## config.mk

```make
export PLATFORM = sky130hd
export DESIGN_NAME = fetch_unit
export DESIGN_NICKNAME = d
export VERILOG_FILES = /design/src/rtl/fetch_unit.sv
export SDC_FILE = /design/constraint.sdc
export NUM_CORES = 1
export LEC_CHECK = 0
export BUFFER_PORTS_ARGS = -buffer_cell sky130_fd_sc_hd__buf_2
export CAP_MARGIN = 20
export CORE_MARGIN = 5
export CORE_UTILIZATION = 30
export DETAILED_ROUTE_END_ITERATION = 6
export MAX_ROUTING_LAYER = met4
export SYNTH_ARGS = -nofsm -noshare
export SYNTH_HDL_FRONTEND = slang
export SYNTH_SLANG_ARGS = --single-unit
```

## constraint.sdc

```tcl
create_clock -name clk -period 3.65 [get_ports clk]
set_input_delay 0.365 -clock clk [delete_from_list [all_inputs] [get_ports clk]]
set_output_delay 0.365 -clock clk [all_outputs]
set_load 0.05 [all_outputs]
```

## src/rtl/fetch_unit.sv

```systemverilog
// Instruction fetch stage: owns the PC, issues one word-aligned read at a time,
// and hands each returned word to decode over a valid/ready handshake.
module fetch_unit #(
    parameter logic [31:0] RESET_PC = 32'h0000_0000,
    parameter logic [31:0] NOP_INST = 32'h0000_0013
) (
    input  logic        clk,
    input  logic        rst,
    output logic        imem_req,
    output logic [31:0] imem_addr,
    input  logic        imem_rvalid,
    input  logic [31:0] imem_rdata,
    output logic [31:0] inst,
    output logic [31:0] inst_pc,
    output logic        inst_valid,
    input  logic        inst_ready,
    input  logic        redirect,
    input  logic [31:0] redirect_pc,
    output logic        fetch_fault
);

    typedef enum logic [2:0] {
        FETCH,
        WAIT,
        HOLD,
        DRAIN,
        FAULT
    } state_t;

    state_t      state;
    logic [31:0] pc;
    logic        pc_aligned;

    assign pc_aligned  = (pc[1:0] == 2'b00);
    assign imem_addr   = pc;
    assign imem_req    = (state == FETCH) && pc_aligned && !redirect && !rst;
    assign fetch_fault = (state == FAULT);

    // A redirect wins over everything else; a read still in flight at that
    // moment must be drained so its stale data never reaches decode.
    always_ff @(posedge clk) begin
        if (rst) begin
            state      <= FETCH;
            pc         <= RESET_PC;
            inst       <= NOP_INST;
            inst_pc    <= RESET_PC;
            inst_valid <= 1'b0;
        end else if (redirect) begin
            pc         <= redirect_pc;
            inst_valid <= 1'b0;
            if (((state == WAIT) || (state == DRAIN)) && !imem_rvalid) begin
                state <= DRAIN;
            end else begin
                state <= FETCH;
            end
        end else begin
            case (state)
                FETCH: begin
                    if (!pc_aligned) begin
                        state <= FAULT;
                    end else begin
                        state <= WAIT;
                    end
                end
                WAIT: begin
                    if (imem_rvalid) begin
                        inst       <= imem_rdata;
                        inst_pc    <= pc;
                        inst_valid <= 1'b1;
                        pc         <= pc + 32'd4;
                        state      <= HOLD;
                    end
                end
                HOLD: begin
                    if (inst_ready) begin
                        inst_valid <= 1'b0;
                        state      <= FETCH;
                    end
                end
                DRAIN: begin
                    if (imem_rvalid) begin
                        state <= FETCH;
                    end
                end
                FAULT: begin
                    state <= FAULT;
                end
                default: begin
                    state <= FETCH;
                end
            endcase
        end
    end

endmodule

```

# Word-level counts from Yosys, hierarchy flattened
# Cells that the tools add are included.
# word_totals
out_inout_bits	99
inputBits	69
elab_cells	47
register_bits	100
# op_classes
reduce_logical	18
bitwise_logic	1
n_mux	13
add_sub_neg	1
eq_ne	9
# op_table
cell	count
32-bit 2-to-1 mux	3
32-bit by 3-bit adder with 32-bit output (second input constant)	1
3-bit 2-to-1 mux	5
3-bit one-hot mux with 5 select lines	1
3-bit inequality test (second input constant)	3
3-bit AND reduction	3
3-bit by 2-bit == test with 1-bit output (second input constant)	2
2-bit nonzero test	3
1-bit logical AND	4
2-bit inequality test (second input constant)	2
3-bit by 1-bit == test with 1-bit output (second input constant)	1
3-bit == test (second input constant)	1
1-bit logical NOT	3
3-bit logical NOT	1
2-bit logical NOT	1
1-bit 2-to-1 mux	2
2-bit 2-to-1 mux	1
1-bit one-hot mux with 2 select lines	1
2-bit AND reduction	1
2-bit OR reduction	1
1-bit logical OR	1
1-bit NOT	1

# Logic depth before layout (Yosys ltp)
# depth
word_depth	5
mapped_depth	7
depth_no_buf	5

# Least setup slack after synthesis
# OpenSTA, ideal clock, no wires.
# synth_timing
kind	reg-to-reg
from	reg pc[2] (netlist: imem_addr[2])
to	reg pc[22] (netlist: imem_addr[22])
path_stages_with_launch	6
t_required_ns	3.559
setup_time_ns	0.091
setup_slack_ns	1.216
n_path_buf	0
period_less_slack_ns	2.434
t_arrival_ns	2.343
cell_sequence	dfxtp_1 ha_1 nand2_1 or4b_4 or4_1 a311oi_1
# synth_between
elab_chain_len	4
# synth_rtl
element	line	text
start, declared	31	logic [31:0] pc;
start signal, assigned	49	pc <= redirect_pc;
start signal, assigned	70	pc <= pc + 32'd4;
32-bit by 3-bit adder with 32-bit output	70	
32-bit 2-to-1 mux	66	if (imem_rvalid) begin
32-bit 2-to-1 mux	57	case (state)
32-bit 2-to-1 mux	48	end else if (redirect) begin
# Every way passes these cells. The select of a mux whose other input is x is not followed.
# A chain may end at the register's enable or synchronous reset.

# Final worst setup path
# layout_timing
from	reg pc[6] (netlist: imem_addr[6])
to	reg pc[19] (netlist: imem_addr[19])
# Same word-level chain as after synthesis.

==> reports/results.ini <==
[critical_path]
crit_type = reg2reg
cp_max_fo = 14
crit_arrival_ns = 2.62
r2r-start = imem_addr[6]
critPathLaunchType = register
reg2reg_to = imem_addr[19]
cp-end-kind = register
r2r_cells = 4
rrSetupSlack_ns = 1.26
critPathRequiredTime_ns = 3.88

[yosys]
synth_seq_cells = 100
yosys.area.top_type_share_pct = 46.6
synth_nets = 616
yosysMostFrequentCell = nand2_1
ys_types = 49
synth_adder_area_share_pct = 0.291
syn_area_per_cell_um2 = 7.86
synth-compound-area-share_pct = 17.5
synth_mux_area_share_pct = 0.932
synth_area_leaders = dfxtp_1 47%, nand2_1 13%, a21oi_1 7.8%
synth_top_family_by_area = simple AND/OR/NAND/NOR gates
synth_warnings = 0
synth_commonest_cells = 144 x nand2_1, 100 x dfxtp_1, 67 x a21oi_1
synth_area_leader_cell = dfxtp_1
synth-edff-count = 0
syn_inst = 546
ys_seq_area_share_pct = 46.6
synth.cell_area_mm2 = 0.00429
synth-xor-area-share_pct = 1.84
synth_flop_cell = dfxtp_1
synthSimpleGateAreaFrac_pct = 28.3
synthArstFlopShare_pct = 0

[clock_network]
cts_inserted_buffers = 9
ctsHtreeMaxLevel = 3
cts_buffer_depth = 2
cts_tree = built
cts_resized = 0
cts.hold.buffers_added = 0
path_clk_slew_ns = 0.07
clock-root-buffer = clkbuf_16
clock_sink_count = 100
clkLatencyLatePin_ns = 0.35
postCtsSetupBuffers = 0

[global_route]
top_usage_layer = met2
use_met3_pct = 5.19
first_global_vias = 4316
antenna_found_initial = 0
grt_max_degree = 57
grt_pass1_wl_mm = 21.8
grtUsageMet1_pct = 21.2
track_usage_pct = 16.8
grt.overflow.total = 0
met2_usage_pct = 26.3

[detailed_routing]
vias = 4407
routedWlPerCell_um = 15.8
drc = 0
drt_first_pass_iters = 4
first_iter_violations = 244
wirelength_mm = 13.8
antenna_left = 0
vias_per_cell = 5.03

[floorplan]
ios = 168
die_h_um = 130
coreArea_mm2 = 0.0139
fp.dieW_um = 130
rows = 43
dieArea_mm2 = 0.0168
start_util_pct = 30.8

[power]
p_total_mw = 2.48
p_per_area_mw_per_mm2 = 445
ir_worst_vdd_uv = 205
p_leak_nw = 2.27

[hold_path]
hold_path.class = in2reg
min_to = inst[4]
hold_start = imem_rdata[4]
hold_depth = 3

[finish]
drive_above_1_share_pct = 27.7
antenna_cells = 0
syn2layout_area_growth_pct = 29.8
layout.nets = 761

[placement]
routabilityCongestion = 0.824
hpwl_mm = 9.72
numPortBuffers = 167

[timing]
period_needed_ns = 2.39
fmax_ghz = 0.419
finClkSkew_ns = 0.00790
maxSlewHeadroom_pct = 53.0
period_share_pct = 65.4
setup_tns_ns = 0
setup_violations = 0
hold_viol_final = 0
rsz0062_at_grt = no
max_slew.worst_pin.slew_ns = 0.703
drv_slew = 0

[run]
cap_violations = 0

[outcome]
status = finished, final reports clean

==> cells in the final DEF (no fill, tap or decap), types with 4 or more instances in the layout <==
cell type,instances
clkbuf_16,9
inv_1,9
mux2i_1,4
nor2_1,31
xnor2_1,7
or3_1,5
nand2_1,143
a2111oi_0,5
nor4_1,5
buf_2,166
a21oi_1,67
nor4b_1,5
dfxtp_1,100
nor3_1,9
a311oi_1,8
or4_1,8
nand4_1,12
buf_4,9
o31ai_1,5
o21ai_0,7
a211oi_1,12
nand3_1,13
nand3b_1,5
==> cell type report <==
| cell class | instances | area, um^2 |
|---|---|---|
| fill | 1458 | 8360 |
| multi-input combinational | 395 | 2120 |
| sequential | 100 | 2000 |
| timing repair buffer | 175 | 898 |
| clock buffer | 11 | 233 |
| tap | 180 | 225 |
| clock inverter | 5 | 52.6 |
| inverter | 10 | 37.5 |
==> cell families (layout without fill, tap and decap cells) <==
kind of cell,after synthesis,after routing
mux,4,4
xor+xnor,9,9
simple gates,260,260
fa+ha+maj,1,1
flops,100,100
compound gates,121,121
buf+inv,51,201
==> metrics by stage <==
step	hold WS (ns)	cells	setup slack, ns	cell area, um^2	utilization (%)
2_1_floorplan	0.489	546	1.22	4290	-
3_3_place_gp	0.438	860	1.34	5290	37.9
3_5_place_dp	0.444	860	1.26	5290	37.9
4_1_cts	0.224	876	1.23	5570	40.0
5_1_grt	0.243	876	0.940	5570	40.0
6_report	0.239	876	1.26	5570	40.0
==> worst max-delay path by stage <==
| stage | start | endpoint | slack [ns] |
|---|---|---|---|
| after floorplan | imem_addr[2] | imem_addr[22] | 1.22 |
| after global placement | imem_addr[6] | imem_addr[25] | 1.34 |
| after detailed placement | imem_addr[6] | imem_addr[19] | 1.26 |
| after CTS | imem_addr[6] | imem_addr[19] | 1.23 |
| after global routing | imem_addr[6] | imem_addr[19] | 0.94 |
| final | imem_addr[6] | imem_addr[19] | 1.26 |
==> layer usage <==
metal / vias up / share of wire (%) / wire, um
met2: 156 / 46 / 6390
li1: 2208 / - / -
met3: 12 / 8.8 / 1210
met5: - / 0 / 0
met4: 0 / 1.3 / 186
met1: 2031 / 44 / 6030
==> report_power, final <==
part / switching (mW) / leakage [nW] / internal (mW)
Sequential: 0.0554 / 0.815 / 1.13
Combinational: 0.244 / 1.32 / 0.103
Clock: 0.419 / 0.139 / 0.529
Total: 0.718 / 2.27 / 1.76
==> worst max-delay path, stage by stage, from the launching register on <==
cell and delay (ns):
dfxtp_1 0.45, nand4_1 0.30, or4_1 0.87, or2_0 0.31
a2111oi_0 0.34
==> registers in the layout, indices dropped and copies added, names as in the netlist <==
name,count
imem_addr,32
inst,32
inst_pc,32
state,3
inst_valid,1
Note: power is estimated with default switching activity, not from simulation.
